### src/rtl/div_pkg.sv
//==============================================================================
// Module  : div_pkg
// Brief   : Shared state encoding and sizing helpers for the restoring divider.
// Revision: 1.0 - initial release
//==============================================================================
`default_nettype none

package div_pkg;

    localparam int DIV_WIDTH = 4;

    typedef logic [1:0] div_state_t;

    localparam div_state_t IDLE = 2'd0;
    localparam div_state_t CALC = 2'd1;
    localparam div_state_t DONE = 2'd2;

    // Bits needed to count WIDTH iterations (0..WIDTH-1).
    function automatic int cnt_width(input int width);
        return (width <= 2) ? 1 : $clog2(width);
    endfunction

    localparam int CNT_W = cnt_width(DIV_WIDTH);

endpackage

`default_nettype wire

### src/rtl/seq_restoring_div_rbs_sub.sv
//==============================================================================
// Module  : rbs_sub
// Brief   : Combinational ripple-borrow subtractor, d = x - y - b_in.
// Revision: 1.0 - initial release
//==============================================================================
`default_nettype none

module rbs_sub #(
    parameter int W = 5
) (
    input  logic [W-1:0] x,
    input  logic [W-1:0] y,
    input  logic         b_in,
    output logic [W-1:0] d,
    output logic         b_out
);

    logic [W:0] w_borrow;

    assign w_borrow[0] = b_in;

    generate
        for (genvar i = 0; i < W; i++) begin : g_cell
            assign d[i]          = x[i] ^ y[i] ^ w_borrow[i];
            assign w_borrow[i+1] = (~x[i] & y[i]) | (~(x[i] ^ y[i]) & w_borrow[i]);
        end
    endgenerate

    assign b_out = w_borrow[W];

endmodule

`default_nettype wire

### src/rtl/seq_restoring_div.sv
//==============================================================================
// Module  : seq_restoring_div
// Brief   : Multi-cycle unsigned restoring divider, one quotient bit per clock.
// Revision: 1.0 - initial release
//==============================================================================
`default_nettype none

module seq_restoring_div
    import div_pkg::*;
#(
    parameter int WIDTH = 4
) (
    input  logic             clk,
    input  logic             rst_n,
    input  logic             in_valid,
    output logic             in_ready,
    input  logic [WIDTH-1:0] dividend,
    input  logic [WIDTH-1:0] divisor,
    output logic             out_valid,
    input  logic             out_ready,
    output logic [WIDTH-1:0] quotient,
    output logic [WIDTH-1:0] remainder,
    output logic             div_by_zero
);

    localparam int              C_CNT_W = cnt_width(WIDTH);
    localparam [C_CNT_W-1:0]    C_LAST  = C_CNT_W'(WIDTH - 1);

    div_state_t         r_state;
    logic [C_CNT_W-1:0] r_cnt;
    logic [WIDTH-1:0]   r_q;
    logic [WIDTH-1:0]   r_r;
    logic [WIDTH-1:0]   r_div;
    logic [WIDTH-1:0]   r_quotient;
    logic [WIDTH-1:0]   r_remainder;
    logic               r_dbz;

    logic [WIDTH:0]     w_rs;
    logic [WIDTH:0]     w_d;
    logic               w_b;
    logic [WIDTH-1:0]   w_q_next;
    logic [WIDTH-1:0]   w_r_next;
    logic               w_unused_msb;

    // The partial remainder never reaches the divisor after restoring, so its
    // top bit is always zero between iterations and need not be stored.
    assign w_rs = {r_r, r_q[WIDTH-1]};

    rbs_sub #(
        .W(WIDTH + 1)
    ) u_sub (
        .x    (w_rs),
        .y    ({1'b0, r_div}),
        .b_in (1'b0),
        .d    (w_d),
        .b_out(w_b)
    );

    assign w_unused_msb = w_d[WIDTH];
    assign w_q_next     = {r_q[WIDTH-2:0], ~w_b};
    assign w_r_next     = w_b ? w_rs[WIDTH-1:0] : w_d[WIDTH-1:0];

    always_ff @(posedge clk or negedge rst_n) begin
        if (!rst_n) begin
            r_state     <= IDLE;
            r_cnt       <= '0;
            r_q         <= '0;
            r_r         <= '0;
            r_div       <= '0;
            r_quotient  <= '0;
            r_remainder <= '0;
            r_dbz       <= 1'b0;
        end else begin
            case (r_state)
                IDLE: begin
                    if (in_valid) begin
                        r_q   <= dividend;
                        r_r   <= '0;
                        r_cnt <= '0;
                        r_div <= divisor;
                        if (divisor == '0) begin
                            r_state     <= DONE;
                            r_quotient  <= '1;
                            r_remainder <= dividend;
                            r_dbz       <= 1'b1;
                        end else begin
                            r_state <= CALC;
                        end
                    end
                end
                CALC: begin
                    r_q   <= w_q_next;
                    r_r   <= w_r_next;
                    r_cnt <= r_cnt + 1'b1;
                    r_dbz <= 1'b0;
                    if (r_cnt == C_LAST) begin
                        r_state     <= DONE;
                        r_quotient  <= w_q_next;
                        r_remainder <= w_r_next;
                    end
                end
                DONE: begin
                    if (out_ready) begin
                        r_state <= IDLE;
                    end
                end
                default: r_state <= IDLE;
            endcase
        end
    end

    assign in_ready    = (r_state == IDLE);
    assign out_valid   = (r_state == DONE);
    assign quotient    = r_quotient;
    assign remainder   = r_remainder;
    assign div_by_zero = r_dbz;

endmodule

`default_nettype wire

### config.mk
export PLATFORM = sky130hd
export DESIGN_NAME = seq_restoring_div
export DESIGN_NICKNAME = d
export VERILOG_FILES = /design/src/rtl/div_pkg.sv /design/src/rtl/seq_restoring_div_rbs_sub.sv /design/src/rtl/seq_restoring_div.sv
export SDC_FILE = /design/constraint.sdc
export NUM_CORES = 1
export LEC_CHECK = 0
export CAP_MARGIN = 20
export CORE_ASPECT_RATIO = 1.2
export CORE_UTILIZATION = 40
export DETAILED_ROUTE_END_ITERATION = 16
export GPL_ROUTABILITY_DRIVEN = 0
export HOLD_SLACK_MARGIN = 0.05
export PLACE_DENSITY = 0.7
export SYNTH_ARGS = -nofsm -noshare
export SYNTH_HDL_FRONTEND = slang
export SYNTH_SLANG_ARGS = --single-unit
export TNS_END_PERCENT = 10
### constraint.sdc
create_clock -name clk -period 4.61 [get_ports clk]
set_input_delay 0.6915 -clock clk [delete_from_list [all_inputs] [get_ports clk]]
set_output_delay 0.6915 -clock clk [all_outputs]
set_load 0.03 [all_outputs]
==> results of run 1 <==
report_power, final:
group	internal (W)	switching [W]	leakage, nW
clock	0.0000338	0.0000614	0.0150
sequential	0.000327	0.0000833	0.302
combinational	0.000300	0.000354	0.343
total	0.000661	0.000498	0.660
flip-flops by register name, indices dropped and copies added, names as in the netlist:
| name | cells |
|---|---|
| quotient | 4 |
| r_q | 4 |
| r_cnt | 2 |
| r_r | 4 |
| r_state | 2 |
| div_by_zero | 1 |
| r_div | 4 |
| remainder | 4 |
metal layers:
| metal | wire length (um) | part of all wire [%] |
|---|---|---|
| met1 | 1010 | 43 |
| met2 | 1220 | 52 |
| met3 | 97 | 4.1 |
| met4 | 19 | 0.81 |
| met5 | 0 | 0 |
synth_stat cells:
library cell               number  share of area [%]
sky130_fd_sc_hd__mux2i_1        7                5.7
sky130_fd_sc_hd__a21o_1         4                2.4
sky130_fd_sc_hd__ha_1           2                2.0
sky130_fd_sc_hd__mux2_2         4                3.7
sky130_fd_sc_hd__o21ai_0        6                2.4
sky130_fd_sc_hd__inv_1         11                3.4
sky130_fd_sc_hd__nand2b_1       2                1.0
sky130_fd_sc_hd__buf_4          1               0.61
sky130_fd_sc_hd__a31oi_1        1               0.51
sky130_fd_sc_hd__a21o_2         1               0.71
sky130_fd_sc_hd__nand2_1        9                2.7
sky130_fd_sc_hd__nor4_4         1                1.7
sky130_fd_sc_hd__a21oi_4        1                1.3
sky130_fd_sc_hd__clkbuf_1       1               0.30
sky130_fd_sc_hd__nor2_1         6                1.8
sky130_fd_sc_hd__fa_1           3                4.9
sky130_fd_sc_hd__a211oi_1       4                2.4
sky130_fd_sc_hd__buf_2          2               0.81
sky130_fd_sc_hd__nor2b_1        1               0.51
sky130_fd_sc_hd__nand3b_2       1               0.91
sky130_fd_sc_hd__a21oi_1        6                2.4
sky130_fd_sc_hd__nor3b_1        6                3.7
sky130_fd_sc_hd__dfrtp_1       25                 51
sky130_fd_sc_hd__o22a_2         4                3.2
critical path, stage by stage, from the launching register on:
cell	delay [ns]
sky130_fd_sc_hd__dfrtp_1	0.37
sky130_fd_sc_hd__inv_1	0.06
sky130_fd_sc_hd__ha_1	0.20
sky130_fd_sc_hd__fa_1	0.38
sky130_fd_sc_hd__fa_1	0.39
sky130_fd_sc_hd__fa_1	0.44
sky130_fd_sc_hd__nor3b_1	0.17
sky130_fd_sc_hd__a211oi_1	0.34
sky130_fd_sc_hd__a21oi_1	0.07
sky130_fd_sc_hd__mux2i_1	0.14
metrics by stage:
stage / utilization (%) / instance area (um^2) / total power [W] / hold WS, ns
2_1_floorplan: - / 1230 / 0.000863 / 0.396
3_3_place_gp: 51.7 / 1480 / 0.00103 / 0.481
3_5_place_dp: 51.7 / 1480 / 0.00106 / 0.494
4_1_cts: 52.6 / 1510 / 0.00115 / 0.527
5_1_grt: 53.6 / 1540 / 0.00126 / 0.550
6_report: 53.6 / 1540 / 0.00116 / 0.516
worst paths after layout:
path	startpoint	slack [ns]	to	depth (start not counted)
worst max-delay path	r_q[3]$_DFFE_PN0P_	1.98	remainder[2]$_DFFE_PN0P_	9
worst min-delay path	div_by_zero$_DFFE_PN0P_	0.52	div_by_zero$_DFFE_PN0P_	2
worst max register to register	r_q[3]$_DFFE_PN0P_	1.98	remainder[2]$_DFFE_PN0P_	9
worst min register to register	div_by_zero$_DFFE_PN0P_	0.52	div_by_zero$_DFFE_PN0P_	2
max in group asynchronous	rst_n	3.57	r_state[0]$_DFFE_PN0P_	2
min in group asynchronous	rst_n	0.63	r_r[3]$_DFFE_PN0P_	1
cells in the final DEF (no fill, tap or decap):
cell,count
sky130_fd_sc_hd__a21o_1,4
sky130_fd_sc_hd__buf_4,1
sky130_fd_sc_hd__a21oi_1,6
sky130_fd_sc_hd__ha_1,2
sky130_fd_sc_hd__a211oi_1,4
sky130_fd_sc_hd__nand3b_2,1
sky130_fd_sc_hd__dfrtp_1,25
sky130_fd_sc_hd__mux2i_1,7
sky130_fd_sc_hd__nor3b_1,6
sky130_fd_sc_hd__mux2_2,4
sky130_fd_sc_hd__nor4_4,1
sky130_fd_sc_hd__clkbuf_1,1
sky130_fd_sc_hd__o22a_2,4
sky130_fd_sc_hd__buf_16,1
sky130_fd_sc_hd__o21ai_0,6
sky130_fd_sc_hd__nor2b_1,1
sky130_fd_sc_hd__inv_1,11
sky130_fd_sc_hd__fa_1,3
sky130_fd_sc_hd__nand2b_1,2
sky130_fd_sc_hd__a21o_2,1
sky130_fd_sc_hd__clkdlybuf4s50_1,22
sky130_fd_sc_hd__clkbuf_4,3
sky130_fd_sc_hd__a21oi_4,1
sky130_fd_sc_hd__a31oi_1,1
sky130_fd_sc_hd__nor2_1,6
sky130_fd_sc_hd__nand2_1,9
logic make-up after synthesis:
group / after synthesis
compound gates: 27
simple gates: 26
flops: 25
buf+inv: 15
mux: 11
fa+ha+maj: 5
final cells by class:
cell class / count / area (um^2)
well taps: 34 / 42.5
inverters: 11 / 41.3
multi-input cells: 69 / 544
fillers: 258 / 1330
clock buffers: 4 / 26.3
flip-flops and latches: 25 / 626
repair buffers: 24 / 255
==> impl_metrics.sql, run 1 <==
INSERT INTO impl_metrics (metric_group, metric, value, unit) VALUES
('setup_path', 'type_of_the_setup_path_with_the_least_slack', 'reg -> reg', ''),
('logic_synthesis', 'synth_compound_gate_area_share', '15.5', '%'),
('clocking', 'cts.hold.buffers_added', '0', ''),
('clocking', 'cts_sinks', '25', ''),
('timing', 'fmaxAchievable', '0.380', 'GHz'),
('hold_path', 'worst_hold_path_type', 'reg -> reg', ''),
('layout', 'layout-drive-gt1-share', '12.8', '%'),
('placement', 'pre_cts_setup_slack', '2.04', 'ns'),
('clocking', 'post_cts.resized_instances', '0', ''),
('placement', 'portBuffers', '22', ''),
('logic_synthesis', 'ys_seq_elements', '25', ''),
('logic_synthesis', 'yosys.area_share.xor_xnor', '0', '%'),
('clocking', 'cts.path.max_buffers', '2', ''),
('floorplan', 'initial_utilization', '43.0', '%'),
('logic_synthesis', 'yosys-mux-area-fraction', '9.34', '%'),
('logic_synthesis', 'syn_inst', '109', ''),
('timing', 'slew_viol_final', '0', ''),
('setup_path', 'end_kind', 'flop', ''),
('power', 'max-vdd-ir-drop', '424', 'uV'),
('drt', 'detailroute.via_count', '887', ''),
('floorplan', 'die_w', '52.7', 'um'),
('timing', 'finalClockSkew', '0.00446', 'ns'),
('floorplan', 'floorplan.io_pins', '23', ''),
('placement', 'detailedPlacementHpwl', '1.76', 'mm'),
('logic_synthesis', 'mappedNetlistNets', '126', ''),
('global_routing', 'tot_gr_track_use', '15.8', '%'),
('floorplan', 'placementRows', '21', ''),
('timing', 'report.final.setup_viol', '0', ''),
('global_routing', 'grt_max_degree', '26', ''),
('placement', 'place_inst', '162', ''),
('global_routing', 'grt_pass1_wl', '3.86', 'mm'),
('layout', 'finish.net_count', '151', ''),
('run_status', 'status', 'completed', ''),
('timing', 'timing.setup.tns', '0', 'ns'),
('timing', 'headroom_to_the_max_slew_limit', '48.7', '%'),
('clocking', 'htree_levels', '1', ''),
('logic_synthesis', 'synth.cell_area', '1230', 'um^2'),
('floorplan', 'core_region_area', '2860', 'um^2'),
('power', 'power_leakage', '0.660', 'nW'),
('drt', 'postRouteAntennaNets', '0', ''),
('logic_synthesis', 'yosysWarningCount', '0', ''),
('logic_synthesis', 'simple_gate_fraction_of_synth_area', '12.4', '%'),
('global_routing', 'initial_antenna_violation_count', '0', ''),
('timing', 'report.final.hold_viol_count', '0', ''),
('layout', 'syn2layout_area_growth', '24.6', '%'),
('drt', 'drc_errors', '0', ''),
('drt', 'drt-wirelength-per-cell', '14.0', 'um'),
('timing', 'max_slew.worst_pin.slew', '0.768', 'ns'),
('global_routing', 'grt_overflow_total', '0', ''),
('floorplan', 'die_area', '3310', 'um^2'),
('logic_synthesis', 'post_synth.cell_area_avg', '11.3', 'um^2'),
('floorplan', 'dieHeight', '62.8', 'um'),
('timing', 'final.setup.worst_slack', '1.98', 'ns'),
('logic_synthesis', 'synth.yosys.seq_area_share', '50.8', '%'),
('clocking', 'numCtsBuffers', '3', ''),
('run', 'cap_violations', '0', ''),
('setup_path', 'required', '4.86', 'ns'),
('timing', 'period_share', '57.1', '%'),
('setup_path', 'critPathLaunchType', 'flop', ''),
('drt', 'drt_first_iter_violations', '32', ''),
('clocking', 'cts_setup_buffers', '0', ''),
('drt', 'routed_via_density', '5.31', ''),
('clocking', 'cts_root_buffer_type', 'sky130_fd_sc_hd__clkbuf_4', ''),
('logic_synthesis', 'synth_top_family_by_area', 'compound AO/OA/AOI/OAI gates', ''),
('layout', 'diodes', '0', ''),
('layout', 'post_layout_nonfiller_instances', '167', ''),
('drt', 'firstDrtPassIters', '4', ''),
('timing', 'fin_crit', '2.63', 'ns'),
('global_routing', 'busiest_layer', 'met2', ''),
('clocking', 'clock_insertion_delay_worst_skew', '0.31', 'ns'),
('global_routing', 'gr-usage-met3', '3.16', '%'),
('logic_synthesis', 'synth_adder_area_share', '6.90', '%'),
('drt', 'route.final.wire_length', '2.34', 'mm'),
('clocking', 'clkTransAtPathRegs', '0.13', 'ns'),
('logic_synthesis', 'synth_cell_types', '24', ''),
('timing', 'grt_setup_unrepaired', 'false', ''),
('setup_path', 'cp_max_fo', '5', ''),
('setup_path', 'worst-endpoint-arrival', '2.88', 'ns'),
('global_routing', 'met1_routing_resource_usage_after_global_routing', '21.0', '%'),
('power', 'power.density_cell_area', '755', 'nW/um^2'),
('global_routing', 'gr_util_met2', '25.0', '%'),
('clocking', 'tritoncts', 'built', ''),
('global_routing', 'first_global_vias', '844', '');
(Power assumes the default switching activity.)
==> inputs of run 2 (changes only) <==
clock period = 2.74 ns   (was 4.61 ns; I/O delays follow)
==> impl_metrics.sql, run 2 (same netlist as run 1, synthesis figures left out) <==
INSERT INTO impl_metrics (metric_group, metric, value, unit) VALUES
('run_status', 'status', 'completed', ''),
('drt', 'route.final.wire_length', '2.38', 'mm'),
('layout', 'layout.cells.most_common_list', '25 x sky130_fd_sc_hd__dfrtp_1, 22 x sky130_fd_sc_hd__clkdlybuf4s50_1, 11 x sky130_fd_sc_hd__inv_1', ''),
('power', 'p_sw_share', '43.3', '%'),
('layout', 'diodes', '0', ''),
('power', 'power_leakage', '0.656', 'nW'),
('power', 'p_clk_share', '8.4', '%'),
('clocking', 'cts_root_buffer_type', 'sky130_fd_sc_hd__clkbuf_4', ''),
('power', 'total_power', '0.00196', 'W'),
('floorplan', 'die_area', '3310', 'um^2'),
('clocking', 'cts.path.max_buffers', '2', ''),
('power', 'power.density_cell_area', '1290', 'nW/um^2'),
('global_routing', 'grt_max_degree', '26', ''),
('layout', 'syn2layout_area_growth', '23.5', '%'),
('drt', 'postRouteAntennaNets', '0', ''),
('floorplan', 'core_region_area', '2860', 'um^2'),
('layout', 'layout-drive-gt1-share', '14.3', '%'),
('power', 'max-vdd-ir-drop', '701', 'uV'),
('setup_path', 'end_kind', 'flop', ''),
('timing', 'max_slew.worst_pin.slew', '0.696', 'ns'),
('layout', 'layout_commonest_cell', 'sky130_fd_sc_hd__dfrtp_1', ''),
('global_routing', 'first_global_vias', '877', ''),
('global_routing', 'tot_gr_track_use', '16.5', '%'),
('layout', 'finish.net_count', '151', ''),
('timing', 'final.setup.worst_slack', '0.0529', 'ns'),
('clocking', 'cts_sinks', '25', ''),
('power', 'p_int', '0.00111', 'W'),
('timing', 'headroom_to_the_max_slew_limit', '53.5', '%'),
('timing', 'grt_setup_unrepaired', 'true', ''),
('timing', 'report.final.setup_viol', '0', ''),
('setup_path', 'critPathLaunchType', 'flop', ''),
('clocking', 'tritoncts', 'built', ''),
('drt', 'firstDrtPassIters', '4', ''),
('run', 'cap_violations', '0', ''),
('drt', 'detailroute.via_count', '883', ''),
('floorplan', 'placementRows', '21', ''),
('clocking', 'clkTransAtPathRegs', '0.14', 'ns'),
('floorplan', 'dieHeight', '62.8', 'um'),
('timing', 'fin_crit', '2.69', 'ns'),
('power', 'power_frac_comb', '56.3', '%'),
('drt', 'drt-wirelength-per-cell', '14.2', 'um'),
('floorplan', 'floorplan.io_pins', '23', ''),
('drt', 'drc_errors', '0', ''),
('setup_path', 'type_of_the_setup_path_with_the_least_slack', 'reg -> reg', ''),
('drt', 'drt_first_iter_violations', '14', ''),
('timing', 'slew_viol_final', '0', ''),
('timing', 'finalClockSkew', '0.0172', 'ns'),
('clocking', 'clock_insertion_delay_worst_skew', '0.32', 'ns'),
('floorplan', 'initial_utilization', '43.0', '%'),
('clocking', 'htree_levels', '1', ''),
('hold_path', 'worst_hold_path_type', 'in -> async', ''),
('floorplan', 'die_w', '52.7', 'um'),
('power', 'power.net_switching', '0.000849', 'W'),
('timing', 'period_share', '98.1', '%'),
('global_routing', 'initial_antenna_violation_count', '0', ''),
('timing', 'fmaxAchievable', '0.372', 'GHz'),
('placement', 'detailedPlacementHpwl', '1.82', 'mm'),
('global_routing', 'grt_overflow_total', '0', ''),
('placement', 'pre_cts_setup_slack', '0.0946', 'ns'),
('clocking', 'cts.hold.buffers_added', '0', ''),
('drt', 'routed_via_density', '5.29', ''),
('setup_path', 'cp_max_fo', '5', ''),
('setup_path', 'required', '3.00', 'ns'),
('placement', 'portBuffers', '22', ''),
('setup_path', 'worst-endpoint-arrival', '2.95', 'ns'),
('timing', 'report.final.hold_viol_count', '0', ''),
('clocking', 'numCtsBuffers', '3', ''),
('power', 'seqPwrFrac', '35.3', '%'),
('global_routing', 'grt_pass1_wl', '4.11', 'mm');
run 2: changes by cell type in the layout (fill, tap and decap cells not counted), sizes merged:
cell	delta
clkinv	+1
clkbuf	-1
run 2: path summary, 6_finish.rpt:
path / start / to / slack [ns] / depth (start not counted)
max in group asynchronous: rst_n / r_state[0]$_DFFE_PN0P_ / 2.07 / 2
min in group clk: div_by_zero$_DFFE_PN0P_ / div_by_zero$_DFFE_PN0P_ / 0.52 / 2
hold reg to reg: div_by_zero$_DFFE_PN0P_ / div_by_zero$_DFFE_PN0P_ / 0.52 / 2
hold / removal: rst_n / remainder[3]$_DFFE_PN0P_ / 0.41 / 2
setup reg to reg: r_q[3]$_DFFE_PN0P_ / remainder[2]$_DFFE_PN0P_ / 0.05 / 9
setup / recovery: r_q[3]$_DFFE_PN0P_ / remainder[2]$_DFFE_PN0P_ / 0.05 / 9
run 2: power by group through the flow:
| stage | logic, W | clock network (W) | registers (W) |
|---|---|---|---|
| global placement | 0.00105 | 0 | 0.000693 |
| global route | 0.00123 | 0.000182 | 0.000723 |
| finish | 0.00111 | 0.000164 | 0.000693 |
| detailed placement | 0.00109 | 0 | 0.000703 |
| CTS | 0.00109 | 0.000170 | 0.000696 |
| floorplan | 0.000676 | 0 | 0.000775 |
run 2: stage by stage:
step / utilization (%) / area (um^2) / instances / hold slack, ns / setup TNS (ns)
3_5_place_dp: 52.0 / 1490 / 163 / 0.493 / 0
2_1_floorplan: - / 1230 / 109 / 0.115 / 0
5_1_grt: 53.1 / 1520 / 167 / 0.446 / -0.195
4_1_cts: 52.9 / 1520 / 167 / 0.424 / 0
6_report: 53.1 / 1520 / 167 / 0.414 / 0
3_3_place_gp: 52.0 / 1490 / 163 / 0.480 / 0
run 2: what timing repair did:
| item | in CTS | in global routing |
|---|---|---|
| setup endpoints to repair | 0 | 4 |
| resized for setup | 0 | 1 |
| buffers inserted | 0 | 0 |
run 2: worst max-delay path, stage by stage (launching register included):
cell	delay, ns
sky130_fd_sc_hd__dfrtp_1	0.37
sky130_fd_sc_hd__inv_1	0.06
sky130_fd_sc_hd__ha_1	0.21
sky130_fd_sc_hd__fa_1	0.39
sky130_fd_sc_hd__fa_1	0.42
sky130_fd_sc_hd__fa_1	0.45
sky130_fd_sc_hd__nor3b_1	0.17
sky130_fd_sc_hd__a211oi_1	0.33
sky130_fd_sc_hd__a21oi_1	0.08
sky130_fd_sc_hd__mux2i_1	0.15
run 2: cell type report:
| type | instances | area, um^2 |
|---|---|---|
| clock buffers | 3 | 22.5 |
| clock inverters | 1 | 5.00 |
| fillers | 261 | 1340 |
| inverters | 11 | 41.3 |
| multi-input cells | 69 | 549 |
| flip-flops and latches | 25 | 626 |
| well taps | 34 | 42.5 |
| repair buffers | 24 | 235 |
run 2: per-layer routing:
layer | GRT usage [%] | vias to the layer above | part of all wire (%)
met5 | 0 | - | 0
met4 | 4.93 | 0 | 0.46
met3 | 2.43 | 2 | 3.7
met2 | 26.3 | 19 | 51
met1 | 23.0 | 436 | 44
li1 | - | 426 | -
==> inputs of run 3 (changes only) <==
CORE_MARGIN = 10   (was unset)
==> impl_metrics.sql, run 3 (same netlist as run 1, synthesis figures left out) <==
INSERT INTO impl_metrics (metric_group, metric, value, unit) VALUES
('floorplan', 'die_w', '70.7', 'um'),
('clocking', 'cts_root_buffer_type', 'sky130_fd_sc_hd__clkbuf_4', ''),
('setup_path', 'critPathLaunchType', 'flop', ''),
('layout', 'finish.net_count', '151', ''),
('setup_path', 'reg_to_reg_critical_path_startpoint', 'r_q[3]$_DFFE_PN0P_', ''),
('clocking', 'cts.hold.buffers_added', '0', ''),
('power', 'power_leakage', '0.653', 'nW'),
('drt', 'drc_errors', '0', ''),
('drt', 'postRouteAntennaNets', '0', ''),
('layout', 'post_layout_nonfiller_instances', '169', ''),
('placement', 'portBuffers', '22', ''),
('floorplan', 'floorplan.io_pins', '23', ''),
('timing', 'finalClockSkew', '0.0103', 'ns'),
('drt', 'route.final.wire_length', '2.61', 'mm'),
('run_status', 'status', 'completed', ''),
('layout', 'diodes', '0', ''),
('clocking', 'clkTransAtPathRegs', '0.15', 'ns'),
('global_routing', 'initial_antenna_violation_count', '0', ''),
('timing', 'period_share', '98.0', '%'),
('timing', 'report.final.hold_viol_count', '0', ''),
('timing', 'grt_setup_unrepaired', 'true', ''),
('clocking', 'clock_insertion_delay_worst_skew', '0.33', 'ns'),
('placement', 'detailedPlacementHpwl', '2.06', 'mm'),
('clocking', 'cts_sinks', '25', ''),
('global_routing', 'grt_pass1_wl', '4.36', 'mm'),
('timing', 'report.final.setup_viol', '0', ''),
('timing', 'slew_viol_final', '0', ''),
('run', 'cap_violations', '0', ''),
('clocking', 'htree_levels', '1', ''),
('setup_path', 'type_of_the_setup_path_with_the_least_slack', 'reg -> reg', ''),
('floorplan', 'dieHeight', '80.8', 'um'),
('clocking', 'cts.path.max_buffers', '2', ''),
('layout', 'layout.cells.most_common_list', '25 x sky130_fd_sc_hd__dfrtp_1, 22 x sky130_fd_sc_hd__clkdlybuf4s50_1, 11 x sky130_fd_sc_hd__inv_1', ''),
('drt', 'drt_first_iter_violations', '28', ''),
('drt', 'routed_via_density', '5.18', ''),
('floorplan', 'placementRows', '22', ''),
('global_routing', 'grt_overflow_total', '0', ''),
('floorplan', 'die_area', '5710', 'um^2'),
('global_routing', 'grt_max_degree', '26', ''),
('clocking', 'tritoncts', 'built', ''),
('setup_path', 'required', '3.01', 'ns'),
('floorplan', 'initial_utilization', '41.1', '%'),
('setup_path', 'worst_setup_path_startpoint', 'r_q[3]$_DFFE_PN0P_', ''),
('layout', 'layout-drive-gt1-share', '15.0', '%'),
('drt', 'firstDrtPassIters', '4', ''),
('power', 'total_power', '0.00199', 'W'),
('clocking', 'numCtsBuffers', '3', ''),
('power', 'max-vdd-ir-drop', '563', 'uV'),
('layout', 'syn2layout_area_growth', '24.3', '%'),
('hold_path', 'worst_hold_path_type', 'in -> async', ''),
('timing', 'fmaxAchievable', '0.372', 'GHz'),
('setup_path', 'worst-endpoint-arrival', '2.95', 'ns'),
('drt', 'drt-wirelength-per-cell', '15.4', 'um'),
('timing', 'max_slew.worst_pin.slew', '0.723', 'ns'),
('timing', 'headroom_to_the_max_slew_limit', '51.7', '%'),
('global_routing', 'first_global_vias', '983', ''),
('layout', 'layout_commonest_cell', 'sky130_fd_sc_hd__dfrtp_1', ''),
('drt', 'detailroute.via_count', '875', ''),
('power', 'power.density_cell_area', '1300', 'nW/um^2'),
('setup_path', 'end_kind', 'flop', ''),
('setup_path', 'cp_max_fo', '5', ''),
('timing', 'fin_crit', '2.69', 'ns'),
('placement', 'place_inst', '165', ''),
('global_routing', 'tot_gr_track_use', '9.25', '%'),
('floorplan', 'core_region_area', '3000', 'um^2');
[run 3: cell count changes in the layout (fill, tap and decap cells not counted), sizes merged]
cell / previous run / this run
clkinv: 1 / 0
clkinvlp: 0 / 1
[run 3: area by class of cell]
type                       count  area, um^2
clock buffer                   3        22.5
clock inverter                 1        7.51
fill                         279        1470
inverter                      11        41.3
multi-input combinational     69         554
sequential                    25         626
tap                           36        45.0
timing repair buffer          24         235
[run 3: report_power, final]
group	switching [W]	internal [W]	leakage [nW]
clock network	0.000119	0.0000559	0.0139
registers	0.000144	0.000551	0.302
logic	0.000609	0.000514	0.337
total	0.000872	0.00112	0.653
[run 3: stage by stage]
step	cell area [um^2]	TNS, ns	hold WS, ns	worst slack, ns	utilization [%]
6_report	1530	0	0.409	0.0546	51.0
5_1_grt	1530	-0.196	0.444	-0.0623	51.0
2_1_floorplan	1230	0	0.115	0.361	-
3_3_place_gp	1490	0	0.480	0.206	49.7
4_1_cts	1520	0	0.418	0.0636	50.7
3_5_place_dp	1490	0	0.495	0.102	49.7
[run 3: worst paths after layout]
kind	end	slack (ns)	cells after the start
max in group asynchronous	r_cnt[0]$_DFFE_PN0P_	2.09	2
min	remainder[3]$_DFFE_PN0P_	0.41	2
min in group clk	r_cnt[0]$_DFFE_PN0P_	0.52	1
min reg2reg	r_cnt[0]$_DFFE_PN0P_	0.52	1
max reg2reg	remainder[3]$_DFFE_PN0P_	0.05	9
max	remainder[3]$_DFFE_PN0P_	0.05	9
[run 3: what timing repair did]
item / in CTS / in global routing
setup buffers: 0 / 0
endpoints found under the setup margin: 0 / 4
resized for setup: 0 / 2
[run 3: layer usage]
layer / up-vias / wire (um) / GRT usage, %
met5: - / 0 / 0
met4: 0 / 66 / 5.23
met3: 7 / 59 / 1.83
met2: 16 / 1400 / 17.4
met1: 432 / 1080 / 9.35
li1: 420 / - / -
[run 3: critical path, cell delays in order (launching register included)]
cell	delay, ns
sky130_fd_sc_hd__dfrtp_1	0.40
sky130_fd_sc_hd__inv_1	0.07
sky130_fd_sc_hd__ha_1	0.20
sky130_fd_sc_hd__fa_1	0.38
sky130_fd_sc_hd__fa_1	0.40
sky130_fd_sc_hd__fa_1	0.45
sky130_fd_sc_hd__nor3b_1	0.18
sky130_fd_sc_hd__a211oi_1	0.31
sky130_fd_sc_hd__a21oi_1	0.08
sky130_fd_sc_hd__mux2i_1	0.16
